==> src/rtl/grid_mover_if.sv <==
// grid_mover_if: tile permission handshake between the sprite mover (master) and the map (slave).
interface grid_mover_if;
  logic       tile_req;
  logic [9:0] tile_req_x;
  logic [9:0] tile_req_y;
  logic       tile_ack;
  logic       tile_blocked;
  modport master (output tile_req, tile_req_x, tile_req_y, input tile_ack, tile_blocked);
  modport slave (input tile_req, tile_req_x, tile_req_y, output tile_ack, tile_blocked);
endinterface

==> src/rtl/grid_mover.sv <==
// grid_mover: tile-aligned WASD sprite mover that asks the map before entering each tile.
// Defining GRID_MOVER_REVERSE_EN lets an opposite key turn the sprite back mid-tile.
module grid_mover #(
  parameter int         TILE      = 16,
  parameter int         STEP      = 2,
  parameter int         X_MIN     = 0,
  parameter int         X_MAX     = 624,
  parameter int         Y_MIN     = 0,
  parameter int         Y_MAX     = 464,
  parameter int         START_X   = 32,
  parameter int         START_Y   = 32,
  parameter int         KEY_BYTES = 2,
  parameter logic [7:0] KEY_UP    = 8'h1a,
  parameter logic [7:0] KEY_LEFT  = 8'h04,
  parameter logic [7:0] KEY_DOWN  = 8'h16,
  parameter logic [7:0] KEY_RIGHT = 8'h07
) (
  input  logic                   frame_clk,
  input  logic                   Reset,
  input  logic [8*KEY_BYTES-1:0] keycode,
  grid_mover_if.master           map,
  output logic [9:0]             PosX,
  output logic [9:0]             PosY,
  output logic [1:0]             Dir,
  output logic                   Moving
);
  localparam int          LOG    = $clog2(TILE);
  localparam logic [6:0]  N      = 7'(TILE / STEP);
  localparam logic [9:0]  S      = 10'(STEP);
  localparam logic [9:0]  T      = 10'(TILE);
  localparam logic [10:0] X_LO   = 11'(X_MIN);
  localparam logic [10:0] X_SPAN = 11'(X_MAX - X_MIN);
  localparam logic [10:0] Y_LO   = 11'(Y_MIN);
  localparam logic [10:0] Y_SPAN = 11'(Y_MAX - Y_MIN);
  typedef enum logic [1:0] {IDLE, QUERY, MOVE} state_t;
  state_t      state, state_n;
  logic [9:0]  pos_x, pos_y, dst_x, dst_y;
  logic [9:0]  pos_x_n, pos_y_n, dst_x_n, dst_y_n;
  logic [9:0]  dmx, dmy, base_x, base_y, stp_x, stp_y;
  logic [10:0] tgt_x, tgt_y;
  logic [1:0]  dir, dir_n, key_dir, mdir;
  logic [6:0]  cnt, cnt_n, eff;
  logic        key_vld, tgt_ok, rev, launch;
  always_comb begin
    key_vld = 1'b0;
    key_dir = 2'd0;
    for (int i = KEY_BYTES - 1; i >= 0; i--) begin
      if (keycode[8*i +: 8] == KEY_UP) begin key_vld = 1'b1; key_dir = 2'd0; end
      else if (keycode[8*i +: 8] == KEY_LEFT) begin key_vld = 1'b1; key_dir = 2'd1; end
      else if (keycode[8*i +: 8] == KEY_DOWN) begin key_vld = 1'b1; key_dir = 2'd2; end
      else if (keycode[8*i +: 8] == KEY_RIGHT) begin key_vld = 1'b1; key_dir = 2'd3; end
    end
  end
`ifdef GRID_MOVER_REVERSE_EN
  assign rev = state == MOVE && key_vld && key_dir == (dir ^ 2'd2) && cnt != N;
`else
  assign rev = 1'b0;
`endif
  // On reversal the destination becomes the origin tile and the step count mirrors
  assign mdir   = rev ? dir ^ 2'd2 : dir;
  assign eff    = rev ? N - cnt : cnt;
  assign dmx    = !rev ? dst_x : mdir == 2'd1 ? dst_x - T : mdir == 2'd3 ? dst_x + T : dst_x;
  assign dmy    = !rev ? dst_y : mdir == 2'd0 ? dst_y - T : mdir == 2'd2 ? dst_y + T : dst_y;
  assign base_x = state == MOVE ? dmx : pos_x;
  assign base_y = state == MOVE ? dmy : pos_y;
  // 11-bit target: a step below 0 wraps far above the span and fails the range test
  assign tgt_x  = {1'b0, base_x} + (key_dir == 2'd3 ? {1'b0, T} : 11'd0) - (key_dir == 2'd1 ? {1'b0, T} : 11'd0);
  assign tgt_y  = {1'b0, base_y} + (key_dir == 2'd2 ? {1'b0, T} : 11'd0) - (key_dir == 2'd0 ? {1'b0, T} : 11'd0);
  assign tgt_ok = (tgt_x - X_LO) <= X_SPAN && (tgt_y - Y_LO) <= Y_SPAN;
  assign stp_x  = mdir == 2'd3 ? pos_x + S : mdir == 2'd1 ? pos_x - S : pos_x;
  assign stp_y  = mdir == 2'd2 ? pos_y + S : mdir == 2'd0 ? pos_y - S : pos_y;
  assign launch = key_vld && (state == IDLE || (state == MOVE && eff == 7'd1));
  always_comb begin
    state_n = state;
    pos_x_n = pos_x;
    pos_y_n = pos_y;
    dst_x_n = dst_x;
    dst_y_n = dst_y;
    dir_n   = dir;
    cnt_n   = cnt;
    case (state)
      IDLE: state_n = IDLE;
      QUERY: if (map.tile_ack) begin
        state_n = map.tile_blocked ? IDLE : MOVE;
        cnt_n   = N;
      end
      MOVE: begin
        pos_x_n = stp_x;
        pos_y_n = stp_y;
        dst_x_n = dmx;
        dst_y_n = dmy;
        dir_n   = mdir;
        cnt_n   = eff - 7'd1;
        state_n = eff == 7'd1 ? IDLE : MOVE;
      end
      default: state_n = IDLE;
    endcase
    if (launch) begin
      dir_n = key_dir;
      if (tgt_ok) begin
        state_n = QUERY;
        dst_x_n = tgt_x[9:0];
        dst_y_n = tgt_y[9:0];
      end
    end
  end
  always_ff @(posedge frame_clk) begin
    if (Reset) begin
      state <= IDLE;
      pos_x <= 10'(START_X);
      pos_y <= 10'(START_Y);
      dst_x <= 10'(START_X);
      dst_y <= 10'(START_Y);
      dir   <= 2'd2;
      cnt   <= '0;
    end else begin
      state <= state_n;
      pos_x <= pos_x_n;
      pos_y <= pos_y_n;
      dst_x <= dst_x_n;
      dst_y <= dst_y_n;
      dir   <= dir_n;
      cnt   <= cnt_n;
    end
  end
  assign map.tile_req   = state == QUERY;
  assign map.tile_req_x = dst_x >> LOG;
  assign map.tile_req_y = dst_y >> LOG;
  assign PosX   = pos_x;
  assign PosY   = pos_y;
  assign Dir    = dir;
  assign Moving = state == MOVE;
endmodule

==> src/flat_wrapper.sv <==
// flat-port wrapper written by rule: the top's interface ports become plain ports
module grid_mover_flat 
#(
  parameter int         TILE      = 16,
  parameter int         STEP      = 2,
  parameter int         X_MIN     = 0,
  parameter int         X_MAX     = 624,
  parameter int         Y_MIN     = 0,
  parameter int         Y_MAX     = 464,
  parameter int         START_X   = 32,
  parameter int         START_Y   = 32,
  parameter int         KEY_BYTES = 2,
  parameter logic [7:0] KEY_UP    = 8'h1a,
  parameter logic [7:0] KEY_LEFT  = 8'h04,
  parameter logic [7:0] KEY_DOWN  = 8'h16,
  parameter logic [7:0] KEY_RIGHT = 8'h07
)
  (frame_clk, Reset, keycode, PosX, PosY, Dir, Moving, map_tile_req, map_tile_req_x, map_tile_req_y, map_tile_ack, map_tile_blocked);
  grid_mover_if map_i ();
  input  logic frame_clk;
  input  logic Reset;
  input  logic [8*KEY_BYTES-1:0] keycode;
  output logic [9:0] PosX;
  output logic [9:0] PosY;
  output logic [1:0] Dir;
  output logic Moving;
  output wire logic [$bits(map_i.tile_req)-1:0] map_tile_req;
  output wire logic [$bits(map_i.tile_req_x)-1:0] map_tile_req_x;
  output wire logic [$bits(map_i.tile_req_y)-1:0] map_tile_req_y;
  input wire logic [$bits(map_i.tile_ack)-1:0] map_tile_ack;
  input wire logic [$bits(map_i.tile_blocked)-1:0] map_tile_blocked;
  assign map_tile_req = map_i.tile_req;
  assign map_tile_req_x = map_i.tile_req_x;
  assign map_tile_req_y = map_i.tile_req_y;
  assign map_i.tile_ack = map_tile_ack;
  assign map_i.tile_blocked = map_tile_blocked;
  grid_mover #(.TILE(TILE), .STEP(STEP), .X_MIN(X_MIN), .X_MAX(X_MAX), .Y_MIN(Y_MIN), .Y_MAX(Y_MAX), .START_X(START_X), .START_Y(START_Y), .KEY_BYTES(KEY_BYTES), .KEY_UP(KEY_UP), .KEY_LEFT(KEY_LEFT), .KEY_DOWN(KEY_DOWN), .KEY_RIGHT(KEY_RIGHT)) u_core (.frame_clk(frame_clk), .Reset(Reset), .keycode(keycode), .map(map_i), .PosX(PosX), .PosY(PosY), .Dir(Dir), .Moving(Moving));
endmodule
==> config.mk <==
export PLATFORM = sky130hd
export DESIGN_NAME = grid_mover_flat
export DESIGN_NICKNAME = d
export VERILOG_FILES = /design/src/rtl/grid_mover_if.sv /design/src/rtl/grid_mover.sv /design/src/flat_wrapper.sv
export SDC_FILE = /design/constraint.sdc
export NUM_CORES = 1
export LEC_CHECK = 0
export ABC_AREA = 1
export CORE_MARGIN = 1
export CORE_UTILIZATION = 45
export CTS_BUF_LIST = sky130_fd_sc_hd__clkbuf_4 sky130_fd_sc_hd__clkbuf_8
export CTS_CLUSTER_DIAMETER = 60
export CTS_CLUSTER_SIZE = 40
export DETAILED_ROUTE_END_ITERATION = 6
export PLACE_DENSITY = 0.67
export SYNTH_ARGS = -nofsm -noshare
export SYNTH_HDL_FRONTEND = slang
export SYNTH_SLANG_ARGS = --single-unit
==> constraint.sdc <==
create_clock -name frame_clk -period 3.9 [get_ports frame_clk]
set_clock_uncertainty 0.15 [all_clocks]
set_input_delay 0.78 -clock frame_clk [delete_from_list [all_inputs] [get_ports frame_clk]]
set_output_delay 0.78 -clock frame_clk [all_outputs]
set_load 0.01 [all_outputs]
# After elaboration in Yosys (flattened, before gate mapping)
# Cells that the tools add are included.
[totals]
ramBits = 0
mem_count = 0
rom_bits = 0
word_cells = 84
latchBits = 0
regBits = 51
input_bits = 20
[classes]
magnitude_cmp = 2
n_div = 0
mux = 34
addsub = 9
bitwise = 0
eq_ne = 18
n_mul = 0
reduce_logical = 14
shift = 0
[op_table]
columns = ["operator", "count"]
rows = [
  ["10-bit two-way mux", 6],
  ["8-bit by 3-bit == test with 1-bit output (second input constant)", 4],
  ["8-bit by 5-bit == test with 1-bit output (second input constant)", 4],
  ["2-bit two-way mux", 13],
  ["10-bit by 11-bit adder with 11-bit output", 2],
  ["11-bit subtractor", 2],
  ["10-bit by 2-bit adder with 10-bit output (second input constant)", 2],
  ["5-bit two-way mux", 4],
  ["10-bit by 2-bit subtractor with 10-bit output (second input constant)", 2],
  ["7-bit case mux with 2 select lines", 1],
  ["11-bit by 10-bit less-or-equal comparator with 1-bit output (second input constant)", 1],
  ["11-bit by 9-bit less-or-equal comparator with 1-bit output (second input constant)", 1],
  ["2-bit == test (second input constant)", 5],
  ["1-bit two-way mux", 8],
  ["2-bit AND reduction", 4],
  ["7-bit by 1-bit == test with 1-bit output (second input constant)", 1],
  ["7-bit two-way mux", 1],
  ["7-bit by 1-bit subtractor with 7-bit output (second input constant)", 1],
  ["2-bit by 1-bit == test with 1-bit output (second input constant)", 3],
  ["2-bit logical NOT", 3],
  ["2-bit nonzero test", 3],
  ["2-bit case mux with 2 select lines", 1],
  ["1-bit logical AND", 3],
  ["2-bit by 1-bit inequality test with 1-bit output (second input constant)", 1],
  ["1-bit logical OR", 1],
]

# Logic depth before layout (Yosys ltp)
# Gate-level depths: netlist of the first run.
[depth]
ltp_word = 17
ltp_mapped = 30
depth_no_buf = 29

# Least setup slack after synthesis of the first run
# No wires, ideal clock.
[synth_path]
path_type = "input to register"
startpoint = "input port keycode[6]"
endpoint = "register u_core.dst_y[5], in the netlist u_core.dmy[5]"
setup_ns = 0.058
required_ns = 3.692
slack_ns = 0.402
path_buffers = 1
cell_stages = 28
arrival_time_ns = 3.290
cell_sequence = "clkinv_1 -> nand2_1 -> nor3_2 -> nand2_1 -> nand2_1 -> nand2_2 -> nand2_4 -> o21ai_0 -> o21ai_0 -> inv_1 -> ha_1 -> nand2_1 -> nor2_1 -> nand2_1 -> nand3_1 -> nand2_1 -> nand2_1 -> nand2_1 -> nor2_1 -> nand3_1 -> nand2_2 -> nand2_2 -> nor2_4 -> nand3_4 -> inv_4 -> buf_8 -> nand3_1 -> nand2_1"
[synth_between]
elab_chain_cells = 12
elab_cells_between_ends = 29
classes_between = "add/sub: 4; order compare: 2; eq/ne: 7; mux: 12; reduce/logical: 4"
[synth_rtl]
columns = ["item", "line", "rtl"]
rows = [
  ["start, declared", "flat_wrapper.sv:22", "input logic [8*KEY_BYTES-1:0] keycode;"],
  ["8-bit by 3-bit == test with 1-bit output", "grid_mover.sv:51", "else if (keycode[8*i +: 8] == KEY_RIGHT) begin key_vld = 1'b1; key_dir = 2'd3; end"],
  ["2-bit two-way mux", "grid_mover.sv:51", ""],
  ["2-bit two-way mux", "grid_mover.sv:50", "else if (keycode[8*i +: 8] == KEY_DOWN) begin key_vld = 1'b1; key_dir = 2'd2; end"],
  ["2-bit two-way mux", "grid_mover.sv:49", "else if (keycode[8*i +: 8] == KEY_LEFT) begin key_vld = 1'b1; key_dir = 2'd1; end"],
  ["2-bit two-way mux", "grid_mover.sv:48", "if (keycode[8*i +: 8] == KEY_UP) begin key_vld = 1'b1; key_dir = 2'd0; end"],
  ["2-bit == test, on equally long branches", "grid_mover.sv:67, grid_mover.sv:68", ""],
  ["5-bit two-way mux, on equally long branches", "grid_mover.sv:67, grid_mover.sv:68", ""],
  ["10-bit by 11-bit adder with 11-bit output, on equally long branches", "grid_mover.sv:67, grid_mover.sv:68", ""],
  ["11-bit subtractor, on equally long branches", "grid_mover.sv:67, grid_mover.sv:68", ""],
  ["11-bit by 10-bit less-or-equal comparator with 1-bit output / 11-bit by 9-bit less-or-equal comparator with 1-bit output (equally long branches)", "grid_mover.sv:69", "assign tgt_ok = (tgt_x - X_LO) <= X_SPAN && (tgt_y - Y_LO) <= Y_SPAN;"],
  ["1-bit logical AND", "grid_mover.sv:69", ""],
  ["2-bit AND reduction (no line)", "n/a", ""],
  ["end signal, assigned", "grid_mover.sv:113", "dst_y <= 10'(START_Y);"],
  ["end signal, assigned", "grid_mover.sv:121", "dst_y <= dst_y_n;"],
  ["end, declared", "grid_mover.sv:37", "logic [9:0] pos_x, pos_y, dst_x, dst_y;"],
]
# Parallel ways exist; a longest one is shown, timed or not.
# A chain may end at the register's enable or synchronous reset.

# Final worst setup path of the first run
[layout_path]
startpoint = "input port keycode[0]"
endpoint = "register u_core.dst_x[5], in the netlist u_core.dmx[5]"
[layout_between]
elab_chain_cells = 12
elab_cells_between_ends = 29
classes_between = "add/sub: 4; order compare: 2; eq/ne: 7; mux: 12; reduce/logical: 4"
[layout_rtl]
columns = ["item", "line", "rtl"]
rows = [
  ["8-bit by 3-bit == test with 1-bit output", "grid_mover.sv:51", ""],
  ["2-bit two-way mux", "grid_mover.sv:51", ""],
  ["2-bit two-way mux", "grid_mover.sv:50", ""],
  ["2-bit two-way mux", "grid_mover.sv:49", ""],
  ["2-bit two-way mux", "grid_mover.sv:48", ""],
  ["2-bit == test, on equally long branches", "grid_mover.sv:67, grid_mover.sv:68", ""],
  ["5-bit two-way mux, on equally long branches", "grid_mover.sv:67, grid_mover.sv:68", ""],
  ["10-bit by 11-bit adder with 11-bit output, on equally long branches", "grid_mover.sv:67, grid_mover.sv:68", ""],
  ["11-bit subtractor, on equally long branches", "grid_mover.sv:67, grid_mover.sv:68", ""],
  ["11-bit by 10-bit less-or-equal comparator with 1-bit output / 11-bit by 9-bit less-or-equal comparator with 1-bit output (equally long branches)", "grid_mover.sv:69", ""],
  ["1-bit logical AND", "grid_mover.sv:69", ""],
  ["2-bit AND reduction (no line)", "n/a", ""],
  ["end signal, assigned", "grid_mover.sv:112", "dst_x <= 10'(START_X);"],
  ["end signal, assigned", "grid_mover.sv:120", "dst_x <= dst_x_n;"],
  ["end, declared", "grid_mover.sv:37", ""],
]
# Parallel ways exist; a longest one is shown, timed or not.

==> results of run 1 <==
[cell usage after synthesis, types with 2 or more instances]
| library cell | instances | share of area [%] |
|---|---|---|
| sky130_fd_sc_hd__nand2_1 | 109 | 10 |
| sky130_fd_sc_hd__inv_1 | 99 | 9.0 |
| sky130_fd_sc_hd__nor2_1 | 78 | 7.1 |
| sky130_fd_sc_hd__o21ai_0 | 54 | 6.6 |
| sky130_fd_sc_hd__dfxtp_1 | 49 | 24 |
| sky130_fd_sc_hd__ha_1 | 37 | 11 |
| sky130_fd_sc_hd__a21oi_1 | 34 | 4.1 |
| sky130_fd_sc_hd__nand3_1 | 34 | 4.1 |
| sky130_fd_sc_hd__buf_4 | 22 | 4.0 |
| sky130_fd_sc_hd__or2_2 | 10 | 1.5 |
| sky130_fd_sc_hd__xor2_1 | 10 | 2.1 |
| sky130_fd_sc_hd__clkbuf_1 | 8 | 0.73 |
| sky130_fd_sc_hd__nor3_1 | 8 | 0.98 |
| sky130_fd_sc_hd__nand4_1 | 7 | 1.1 |
| sky130_fd_sc_hd__nor2_2 | 7 | 1.1 |
| sky130_fd_sc_hd__nand2_2 | 5 | 0.76 |
| sky130_fd_sc_hd__o21ai_2 | 5 | 1.1 |
| sky130_fd_sc_hd__o221ai_1 | 4 | 0.85 |
| sky130_fd_sc_hd__and2_1 | 3 | 0.46 |
| sky130_fd_sc_hd__nand3_2 | 3 | 0.73 |
| sky130_fd_sc_hd__nor3_2 | 3 | 0.73 |
| sky130_fd_sc_hd__o211ai_1 | 3 | 0.55 |
| sky130_fd_sc_hd__o21bai_1 | 3 | 0.55 |
| sky130_fd_sc_hd__or2_1 | 3 | 0.46 |
| sky130_fd_sc_hd__a21o_1 | 2 | 0.37 |
| sky130_fd_sc_hd__clkinv_1 | 2 | 0.18 |
| sky130_fd_sc_hd__fa_1 | 2 | 0.98 |
| sky130_fd_sc_hd__inv_2 | 2 | 0.18 |
| sky130_fd_sc_hd__inv_4 | 2 | 0.30 |
| sky130_fd_sc_hd__nand2_4 | 2 | 0.55 |
| sky130_fd_sc_hd__nor3b_1 | 2 | 0.37 |
| sky130_fd_sc_hd__o2111ai_1 | 2 | 0.43 |
| sky130_fd_sc_hd__o21a_1 | 2 | 0.37 |
| sky130_fd_sc_hd__xnor2_1 | 2 | 0.43 |
[worst reg2reg max path: cells and delay by family, from the launching register on]
| family | cells | cell delay [ns] |
|---|---|---|
| compound gates | 4 | 0.51 |
| flops | 1 | 0.33 |
| buf+inv | 6 | 0.68 |
| simple gates | 14 | 1.42 |
| fa+ha+maj | 2 | 0.56 |
[stage by stage]
step / instance area [µm²] / hold slack (ns) / TNS, ns / cells
3_3_place_gp: 4850 / 0.2919 / -6.779 / 800
5_1_grt: 5358 / 0.3454 / -0.2407 / 819
6_report: 5358 / 0.3099 / 0 / 819
4_1_cts: 4992 / 0.3072 / 0 / 808
2_1_floorplan: 4140 / 0.2862 / 0 / 636
3_5_place_dp: 4850 / 0.2928 / -7.315 / 800
[area by class of cell]
class	count	area share (%)
clock buffer	7	1.681
clock inverter	1	0.5605
inverter	105	7.683
multi-input combinational	450	51.92
sequential	49	18.31
tap	108	2.522
timing repair buffer	98	17.16
timing repair inverter	1	0.1635
[metal layers]
metal	track usage (%)	wire [µm]	up-vias
met1	26.43	5019	1855
li1	-	-	2146
met2	38.25	5153	83
met4	4.751	175	0
met3	3.381	377	16
met5	0	0	-
[worst min-delay path by stage]
stage	start	end	slack [ns]	depth (start not counted)
floorplan	u_core.dmx[0]	u_core.dmx[0]	0.29	2
global placement	u_core.dmy[0]	u_core.dmy[0]	0.29	2
detailed placement	u_core.dmy[0]	u_core.dmy[0]	0.29	2
CTS	u_core.dmy[0]	u_core.dmy[0]	0.31	2
global route	u_core.dmy[9]	u_core.dmy[9]	0.35	2
finish	u_core.dmx[0]	u_core.dmx[0]	0.31	2
[power by group]
part | internal [mW] | leakage (nW) | switching [mW]
Combinational | 0.0562 | 2.34 | 0.0679
Sequential | 0.507 | 0.396 | 0.00610
Clock | 0.216 | 0.0619 | 0.171
Total | 0.779 | 2.79 | 0.245
[registers in the layout, indices dropped and copies added, names as in the netlist, named ones only]
signal	cells
u_core.PosX	9
u_core.dmy	9
u_core.PosY	9
u_core.Dir	2
u_core.dmx	9
u_core.state	2
u_core.cnt	7
[cell families after synthesis]
kind of cell,after synthesis,share of synthesized area [%]
AND/OR/NAND/NOR,276,30.62
buffers and inverters,138,15.23
AO/OA/AOI/OAI,112,15.36
flip-flops,49,23.89
adder cells (fa/ha/maj),39,12.25
XOR/XNOR,12,2.559
other,1,0.09132
[repair_timing]
item / 4_1_cts / 5_1_grt
resized for setup: 13 / 82
pin swaps: 3 / 35
cloned: 0 / 2
setup endpoints to repair: 16 / 22
hold buffers: 0 / 0
setup buffers: 0 / 9
==> parameters.txt, run 1 <==
Parameter                              Value

Clock network
  Count of clock tree sinks ... 49
  Clock transition time at the flip-flop clock pins of the worst setup and hold paths ... 0.09 ns
  Clk buf depth ... 2
  Buffer cell driving the clock tree root ... sky130_fd_sc_hd__clkbuf_8
  Clock latency on the worst-skew pair ... 0.30 ns
  Clock tree from TritonCTS ... yes
  Num CTS Buffers ... 5
  H-tree lvl count ... 2

Critical path
  Reg2Reg Launch Point ... u_core.state[0]
  Highest fanout seen on the critical path ... 6
  Required time reported for the critical path endpoint ... 3.95 ns
  Worst path buffer plus inverter count ... 5
  Worst reg2reg endpoint ... u_core.dmx[5]
  Cell occurring most often along the worst timing path ... sky130_fd_sc_hd__nand2_2
  Class of the most critical setup path ... in2reg
  Slowest cell on the critical path ... sky130_fd_sc_hd__ha_4
  Worst Setup SP ... keycode[0]
  Max incr delay on CP ... 0.27 ns
  Worst reg-to-reg path cell count ... 26
  Worst setup endpoint ... u_core.dmx[5]
  Levels on crit path ... 29
  Setup slack, reg-to-reg ... 0.16 ns
  Startpoint kind of the worst setup timing path ... input port
  Endpoint kind of the worst setup timing path ... flop
  Crit path arrival time ... 3.84 ns
  CP top delay family ... simple AND/OR/NAND/NOR gates

Drt
  Vias after detailed routing ... 4100
  Detailed-route wire length per cell ... 13.10 µm
  Post-detailed-route DRC marker count ... 0
  Residual antenna-violating net count after detailed routing ... 0
  Drt total wl ... 10730 µm
  Drt first pass iters ... 4
  Number of DRC markers after the initial detailed-route iteration ... 152
  Via density ... 5.006

STA
  Timing-limited maximum frequency ... 0.2639 GHz
  Final Max Tran Viols ... 0
  Measured slew at the worst slew-check pin ... 0.7257 ns
  Post-layout min period ... 3.790 ns
  Max-Slew Margin vs Limit ... 51.44%
  Final hold violations ... 0
  Total setup violations reported at the end of the flow ... 0
  Period utilization ... 97.18%
  Final worst-path setup slack ... 0.1102 ns

Global route
  Overall overflow remaining after global route ... 0
  First-pass GRT wire length ... 16690 µm
  Pin count of the biggest net entering global routing ... 17
  Number of antenna violations at the first check in global routing ... 0
  Number of global-route vias before repair ... 3754
  Overall track demand over capacity in global routing ... 21.25%

Die
  Standard-cell row count ... 34
  Boundary Pins ... 64
  Die boundary width ... 97.53 µm
  Vertical die dimension ... 97.53 µm
  Starting density of the core ... 46.86%
  Die ar. ... 0.009511 mm²
  Standard cell core area ... 0.008763 mm²

Outcome
  Outcome ... complete, no violations

Logic synthesis
  Number of distinct standard cells referenced by the synthesized netlist ... 43
  Avg Inst Size Synth ... 6.549 µm²
  #FFs+latches synth ... 49
  Number of warning messages in the yosys log ... 0
  Gate count after technology mapping ... 627
  Register area share after synthesis ... 23.89%
  Post-synth design cell area ... 0.004106 mm²
  Post-synth EDFFs ... 0
  Prevailing post-synth register cell ... sky130_fd_sc_hd__dfxtp_1
  Proportion of synthesized flip-flops having asynchronous set or reset ... 0%

Place
  Placer congestion estimate ... 0.9083
  Detail Placement HPWL ... 7920 µm
  Number of buffer cells added on primary ports ... 53
  Minimum setup slack after placement ... -0.3804 ns

Pwr
  Total power draw ... 1.024 mW
  Power density of the placed cells ... 191.1 mW/mm²
  Maximum vdd drop ... 0.1449 mV
  Leakage power total ... 2.794 nW

Finish
  Multi-input gate area in the final layout ... 0.002781 mm²
  Layout overhead on the synthesized area ... 30.47%
  Most used cells in the layout excluding fill and tap cells ... 96 x sky130_fd_sc_hd__nand2_1, 95 x sky130_fd_sc_hd__inv_1, 71 x sky130_fd_sc_hd__nor2_1
  Utilization of the core after routing ... 61.14%
  Final Net Count ... 769
  Area occupied by registers ... 980.9 µm²
  Antenna diode count ... 0
  Number of filler cells placed in the layout ... 803
  Fraction of final layout cells with drive strength greater than 1 ... 20.11%
  Most common cell after layout, fill and taps aside ... sky130_fd_sc_hd__nand2_1

Flow run
  Number of max-cap violations ... 0

Hold path
  Classification of the worst-slack hold path ... reg2reg
No activity file was read; power rests on OpenSTA's default activity.
==> run 2: changes to the inputs <==
--- a/config.mk
+++ b/config.mk
@@ -13,6 +13,7 @@
 export CTS_CLUSTER_SIZE = 40
 export DETAILED_ROUTE_END_ITERATION = 6
 export PLACE_DENSITY = 0.67
+export SKIP_CTS_REPAIR_TIMING = 1
 export SYNTH_ARGS = -nofsm -noshare
 export SYNTH_HDL_FRONTEND = slang
 export SYNTH_SLANG_ARGS = --single-unit
==> run 2 against run 1 <==
Against the previous run: clock power is essentially flat; first-iteration DRC count increased by 0.66%; total power increased by 0.55%; sequential power hardly changed; count of clock-buffer cells in the layout stayed put; combinational power hardly changed; maximum frequency rose by 4.5%; routed wire length is 1.1% lower; via count about the same; die area stayed put; largest power group unchanged.
==> parameters.txt, run 2 (synthesis gave the netlist of run 1 again) <==
Parameter                              Value

Critical path
  Worst reg-to-reg path cell count ... 26 (unchanged)
  CP top delay family ... simple AND/OR/NAND/NOR gates
  Worst path buffer plus inverter count ... 6 (+1)
  Class of the most critical setup path ... reg2reg
  Setup slack, reg-to-reg ... 0.27 ns (+0.11 ns)
  Cell occurring most often along the worst timing path ... sky130_fd_sc_hd__nand2_2
  Required time reported for the critical path endpoint ... 4.01 ns (+0.06 ns)
  Crit path arrival time ... 3.74 ns (-0.10 ns)
  Worst reg2reg endpoint ... u_core.dmy[5]
  Highest fanout seen on the critical path ... 13 (+7)
  Reg2Reg Launch Point ... u_core.state[0]
  Max incr delay on CP ... 0.33 ns (+0.06 ns)
  Startpoint kind of the worst setup timing path ... flop
  Endpoint kind of the worst setup timing path ... flop
  Slowest cell on the critical path ... sky130_fd_sc_hd__dfxtp_1

Die
  Starting density of the core ... 46.86% (unchanged)
  Standard cell core area ... 0.008763 mm² (unchanged)
  Die ar. ... 0.009511 mm² (unchanged)
  Die boundary width ... 97.53 µm (unchanged)
  Standard-cell row count ... 34 (unchanged)
  Vertical die dimension ... 97.53 µm (unchanged)
  Boundary Pins ... 64 (unchanged)

Hold path
  Start point of the worst min-delay path ... u_core.dmy[0]
  Worst Hold Path EP ... u_core.dmy[0]
  Worst hold stages ... 2 (unchanged)
  Classification of the worst-slack hold path ... reg2reg

Finish
  Multi-input gate area in the final layout ... 0.002834 mm² (+1.9%)
  Layout overhead on the synthesized area ... 31.81%
  Most used cells in the layout excluding fill and tap cells ... 96 x sky130_fd_sc_hd__inv_1, 95 x sky130_fd_sc_hd__nand2_1, 64 x sky130_fd_sc_hd__nor2_1
  Fraction of final layout cells with drive strength greater than 1 ... 21.13% (+1.0 points)
  Final instance area ... 0.005413 mm² (+1.0%)
  Final Net Count ... 768 (-0.13%)
  Most common cell after layout, fill and taps aside ... sky130_fd_sc_hd__inv_1
  Final Non-Filler Cells ... 818 (-0.12%)
  Number of filler cells placed in the layout ... 805 (+0.25%)
  Area occupied by registers ... 980.9 µm² (unchanged)
  Antenna diode count ... 0 (unchanged)

Clock network
  H-tree lvl count ... 2 (unchanged)
  Num CTS Buffers ... 5 (unchanged)
  Clock tree from TritonCTS ... yes
  Clock transition time at the flip-flop clock pins of the worst setup and hold paths ... 0.09 ns (about the same)
  Clk buf depth ... 2 (unchanged)
  Count of clock tree sinks ... 49 (unchanged)
  Clock latency on the worst-skew pair ... 0.31 ns (about the same)
  Buffer cell driving the clock tree root ... sky130_fd_sc_hd__clkbuf_8

Pwr
  Leakage power total ... 2.835 nW (+1.5%)
  Power density of the placed cells ... 190.1 mW/mm² (-0.48%)
  Maximum vdd drop ... 0.1454 mV (+0.40%)

Global route
  First-pass GRT wire length ... 16650 µm (-0.25%)
  Overall track demand over capacity in global routing ... 21.17% (-0.076 points)
  Pin count of the biggest net entering global routing ... 17 (unchanged)
  Number of antenna violations at the first check in global routing ... 0 (unchanged)
  Number of global-route vias before repair ... 3740 (-0.37%)
  Overall overflow remaining after global route ... 0 (unchanged)

STA
  Post-layout min period ... 3.627 ns (-0.1625 ns)
  Final worst-path setup slack ... 0.2726 ns (+0.1625 ns)
  Timing-limited maximum frequency ... 0.2757 GHz (+4.5%)
  Measured slew at the worst slew-check pin ... 0.7243 ns (-0.001381 ns)
  Max-Slew Margin vs Limit ... 51.54% (+0.092 points)
  Final hold violations ... 0 (unchanged)
  Period utilization ... 93.01% (-4.2 points)
  Final Max Tran Viols ... 0 (unchanged)
  Total setup violations reported at the end of the flow ... 0 (unchanged)
  Final hold slack ... 0.3077 ns (-0.002189 ns)

Place
  Total cell area at the placement stage ... 0.004850 mm² (unchanged)
  Total instance count after detailed placement ... 800 (unchanged)
  Detail Placement HPWL ... 7920 µm (unchanged)
  Minimum setup slack after placement ... -0.3804 ns (unchanged)
  Placer congestion estimate ... 0.9083 (unchanged)
  Number of buffer cells added on primary ports ... 53 (unchanged)

Drt
  Vias after detailed routing ... 4103 (+0.073%)
  Number of DRC markers after the initial detailed-route iteration ... 153 (+0.66%)
  Residual antenna-violating net count after detailed routing ... 0 (unchanged)
  Drt total wl ... 10610 µm (-1.1%)
  Drt first pass iters ... 4 (unchanged)
  Via density ... 5.016 (+0.20%)
  Post-detailed-route DRC marker count ... 0 (unchanged)
  Detailed-route wire length per cell ... 12.96 µm (-1.0%)

Flow run
  Number of max-cap violations ... 0 (unchanged)

Outcome
  Outcome ... complete, no violations
-- run 2: cell type report --
type	instances	area share, %
sequential	49	18.12
timing repair inverter	1	0.2080
timing repair buffer	97	16.99
multi-input combinational	450	52.36
inverter	105	7.605
clock buffer	7	1.664
clock inverter	1	0.5548
tap	108	2.497
-- run 2: how the worst max path moves through the flow --
stage,start,endpoint,slack [ns],depth (start not counted)
6_report,u_core.state[0],u_core.dmy[5],0.27,26
5_1_grt,u_core.state[0],u_core.dmx[9],-0.01,26
4_1_cts,keycode[0],u_core.dmy[5],-0.06,29
3_5_place_dp,keycode[0],u_core.dmy[5],-0.38,29
3_3_place_gp,keycode[1],u_core.dmx[5],-0.37,28
2_1_floorplan,keycode[6],u_core.dmy[5],0.40,28
-- run 2: metal layers --
layer | vias up | global-route usage, % | part of all wire [%]
met4 | 0 | 4.751 | 1.6
met2 | 93 | 38.03 | 49
met1 | 1846 | 26.38 | 46
met3 | 20 | 3.381 | 4.0
met5 | - | 0 | 0
li1 | 2144 | - | -
-- run 2: where the power goes --
group          internal (mW)  total (mW)  switching [mW]  leakage, nW
Sequential             0.507       0.514         0.00715        0.396
Clock                  0.216       0.388           0.172       0.0619
Combinational         0.0582       0.127          0.0688         2.38
-- run 2: through the flow --
stage	setup TNS (ns)	utilization, %	power [mW]
6_report	0	61.76	1.029
3_5_place_dp	-7.315	55.34	0.6367
5_1_grt	-0.01444	61.76	1.070
2_1_floorplan	0	-	0.5970
3_3_place_gp	-6.779	55.34	0.6348
4_1_cts	-0.4523	56.71	1.019
-- run 2: worst reg2reg max path, delay by kind of cell (launching register included) --
| family | cells | cell delay (ns) |
|---|---|---|
| AO/OA/AOI/OAI | 2 | 0.28 |
| flip-flops | 1 | 0.33 |
| adder cells (fa/ha/maj) | 2 | 0.56 |
| AND/OR/NAND/NOR | 16 | 1.60 |
| buffers and inverters | 6 | 0.68 |
==> run 3: changes to the inputs <==
--- a/config.mk
+++ b/config.mk
@@ -5,11 +5,9 @@
 export SDC_FILE = /design/constraint.sdc
 export NUM_CORES = 1
 export LEC_CHECK = 0
-export ABC_AREA = 1
 export CORE_MARGIN = 1
 export CORE_UTILIZATION = 45
 export CTS_BUF_LIST = sky130_fd_sc_hd__clkbuf_4 sky130_fd_sc_hd__clkbuf_8
-export CTS_CLUSTER_DIAMETER = 60
 export CTS_CLUSTER_SIZE = 40
 export DETAILED_ROUTE_END_ITERATION = 6
 export PLACE_DENSITY = 0.67
==> run 3 against run 2 <==
Against the previous run: the flow now finishes with violations (negative setup slack); sequential share of layout area is 0.55 points higher; die area is 3.9% lower; critical path depth is 13 lower; routed wire length is 2.0% lower; final area is 3.0% lower; critical path type is now in2reg; setup slack worse by 0.78 ns.
==> parameters.txt, run 3 <==
Parameter                              Value

Drt
  Vias after detailed routing ... 3755 (-8.5%)
  Number of DRC markers after the initial detailed-route iteration ... 145 (-5.2%)
  Drt first pass iters ... 4 (unchanged)
  Drt total wl ... 10390 µm (-2.0%)
  Detailed-route wire length per cell ... 15.49 µm (+19%)
  Via density ... 5.596 (+12%)
  Residual antenna-violating net count after detailed routing ... 0 (unchanged)
  Post-detailed-route DRC marker count ... 0 (unchanged)

STA
  Post-layout min period ... 4.404 ns (+0.7762 ns)
  Period utilization ... 112.9% (+20 points)
  Timing-limited maximum frequency ... 0.2271 GHz (-18%)
  Final hold slack ... 0.3111 ns (+0.003367 ns)
  Unrepaired setup endpoints after global routing ... true
  Total setup violations reported at the end of the flow ... 22 (+22)
  Final Max Tran Viols ... 0 (unchanged)
  Final hold violations ... 0 (unchanged)
  Measured slew at the worst slew-check pin ... 0.6211 ns (-0.1032 ns)
  Final worst-path setup slack ... -0.5036 ns (-0.7762 ns)
  Max-Slew Margin vs Limit ... 58.55% (+7.0 points)

Place
  Minimum setup slack after placement ... -1.081 ns (-0.7007 ns)
  Total cell area at the placement stage ... 0.004886 mm² (+0.75%)
  Detail Placement HPWL ... 8155 µm (+3.0%)
  Placer congestion estimate ... 0.8934 (-1.6%)
  Number of buffer cells added on primary ports ... 53 (unchanged)

Die
  Vertical die dimension ... 95.59 µm (-2.0%)
  Standard cell core area ... 0.008341 mm² (-4.8%)
  Standard-cell row count ... 33 (-2.9%)
  Boundary Pins ... 64 (unchanged)
  Starting density of the core ... 47.25% (+0.40 points)
  Die boundary width ... 95.59 µm (-2.0%)
  Die ar. ... 0.009136 mm² (-3.9%)

Pwr
  Combinational cell fraction of total power ... 11.1% (-1.2 points)
  Switching power of the nets ... 0.2589 mW (+4.3%)
  Power density of the placed cells ... 180.2 mW/mm² (-5.2%)
  Internal power component ... 0.6874 mW (-12%)
  Sequential power share ... 53.7% (+3.8 points)
  Leakage power total ... 2.284 nW (-19%)
  Maximum vdd drop ... 0.1306 mV (-10%)
  Clock Power Share ... 35.2% (-2.5 points)
  Fraction of power spent switching nets ... 27.35% (+3.2 points)

Clock network
  Clock latency on the worst-skew pair ... 0.32 ns (about the same)
  Num CTS Buffers ... 5 (unchanged)
  Count of clock tree sinks ... 49 (unchanged)
  Clk buf depth ... 2 (unchanged)
  Clock transition time at the flip-flop clock pins of the worst setup and hold paths ... 0.10 ns (about the same)
  Buffer cell driving the clock tree root ... sky130_fd_sc_hd__clkbuf_8
  H-tree lvl count ... 2 (unchanged)
  Clock tree from TritonCTS ... yes

Logic synthesis
  Largest cells by area after synthesis ... sky130_fd_sc_hd__dfxtp_1 25%, sky130_fd_sc_hd__ha_1 12%, sky130_fd_sc_hd__a21oi_1 5.8%, sky130_fd_sc_hd__mux2i_1 4.6%, sky130_fd_sc_hd__xnor2_1 4.2%
  Post-synth design cell area ... 0.003941 mm² (-4.0%)
  Avg Inst Size Synth ... 8.333 µm² (+27%)
  Number of distinct standard cells referenced by the synthesized netlist ... 58 (+35%)
  Commonest cells post-synth ... 49 x sky130_fd_sc_hd__dfxtp_1, 46 x sky130_fd_sc_hd__a21oi_1, 37 x sky130_fd_sc_hd__ha_1
  Proportion of synthesized flip-flops having asynchronous set or reset ... 0% (unchanged)
  Prevailing post-synth register cell ... sky130_fd_sc_hd__dfxtp_1
  Gate count after technology mapping ... 473 (-25%)
  Largest area contributor in the synthesized netlist ... sky130_fd_sc_hd__dfxtp_1
  Area share of the leading cell type in the synthesized netlist ... 24.89% (+1.0 points)
  Most repeated cell in the gate-level netlist after synthesis ... sky130_fd_sc_hd__dfxtp_1
  Post-synth EDFFs ... 0 (unchanged)
  Number of warning messages in the yosys log ... 0 (unchanged)
  #FFs+latches synth ... 49 (unchanged)
  Register area share after synthesis ... 24.89% (+1.0 points)

Outcome
  Outcome ... finished with violations
  Failing checks ... negative setup slack

Critical path
  Required time reported for the critical path endpoint ... 3.99 ns (-0.02 ns)
  Endpoint kind of the worst setup timing path ... flop
  Worst reg-to-reg path cell count ... 12 (-54%)
  Slowest cell on the critical path ... sky130_fd_sc_hd__or4_4
  Class of the most critical setup path ... in2reg
  Crit path arrival time ... 4.50 ns (+0.76 ns)
  Critical Path, Cell by Cell ... clkdlybuf4s50_1 -> nand2b_4 -> or4_4 -> a21oi_4 -> mux2i_1 -> ha_1 -> a21o_1 -> nor4_4 -> mux2_4 -> nor4b_4 -> o2111ai_4 -> or3_4 -> a21oi_2
  Max incr delay on CP ... 0.44 ns (+0.11 ns)
  Startpoint kind of the worst setup timing path ... input port
  Highest fanout seen on the critical path ... 5 (-8)

Global route
  First-pass GRT wire length ... 16790 µm (+0.83%)
  Number of antenna violations at the first check in global routing ... 0 (unchanged)
  Number of global-route vias before repair ... 3562 (-4.8%)
  Pin count of the biggest net entering global routing ... 25 (+8)
  Overall track demand over capacity in global routing ... 23.18% (+2.0 points)
  Overall overflow remaining after global route ... 0 (unchanged)

Finish
  Final instance area ... 0.005253 mm² (-3.0%)
  Antenna diode count ... 0 (unchanged)
  Fraction of final layout cells with drive strength greater than 1 ... 21.20% (+0.075 points)
  Layout overhead on the synthesized area ... 33.27%
  Final Net Count ... 624 (-19%)
  Most common cell after layout, fill and taps aside ... sky130_fd_sc_hd__buf_4
  Most used cells in the layout excluding fill and tap cells ... 52 x sky130_fd_sc_hd__buf_4, 49 x sky130_fd_sc_hd__dfxtp_1, 38 x sky130_fd_sc_hd__clkdlybuf4s50_1

Flow run
  Number of max-cap violations ... 0 (unchanged)

Hold path
  Worst hold stages ... 1 (-1)
  Classification of the worst-slack hold path ... reg2reg
-- run 3: per-stage QoR --
step / setup TNS (ns) / power (mW) / utilization, % / std cells
global placement: -23.56 / 0.6134 / 58.58 / 660
finish: -8.872 / 0.9463 / 62.98 / 671
global route: -11.73 / 0.9856 / 62.98 / 671
detailed placement: -22.77 / 0.6151 / 58.58 / 660
floorplan: -9.998 / 0.5727 / - / 482
CTS: -15.77 / 0.9362 / 59.72 / 668
-- run 3: cells by family (layout without fill, tap and decap cells) --
family	Yosys count	in the layout	share of synthesized area (%)
AOI/OAI and AO/OA	128	128	21.90
xor gates and xnor gates	35	35	7.968
adders and majority gates	39	39	12.76
buffers and inverters	68	152	9.080
DFF	49	49	24.89
muxes	25	25	6.571
other	1	10	0.09515
and+or+nand+nor	128	128	16.73
-- run 3: worst paths after layout --
kind | from | to | slack [ns]
worst max-delay path | keycode[11] | u_core.dmx[8] | -0.50
worst min-delay path | u_core.dmy[0] | u_core.dmy[0] | 0.31
worst max register to register | u_core.state[0] | u_core.dmx[8] | -0.18
worst min register to register | u_core.dmy[0] | u_core.dmy[0] | 0.31
-- run 3: layer usage --
layer	GRT usage (%)	part of all wire (%)
met2	40.60	49
met1	30.34	47
met5	0	0
met4	5.473	1.2
met3	2.472	3.1
-- run 3: cell type report --
type,count,area [µm²]
clock buffers,5,68.82
multi-input cells,365,2880
fillers,719,3088
clock inverters,3,26.28
inverters,30,112.6
repair buffers,114,1052
flip-flops and latches,49,980.9
well taps,105,131.4
-- run 3: critical path: cells and delay by family --
family                     cells  cell delay (ns)
and+or+nand+nor                5             1.64
AOI/OAI and AO/OA              4             0.79
muxes                          2             0.58
buffers and inverters          1             0.42
adders and majority gates      1             0.30
-- run 3: power groups by stage --
stage               Sequential (mW)  Clock, mW  Combinational, mW
finish                        0.508      0.333              0.105
global placement              0.519          0             0.0940
global route                  0.509      0.363              0.113
detailed placement            0.519          0             0.0956
CTS                           0.508      0.332             0.0959
floorplan                     0.518          0             0.0545
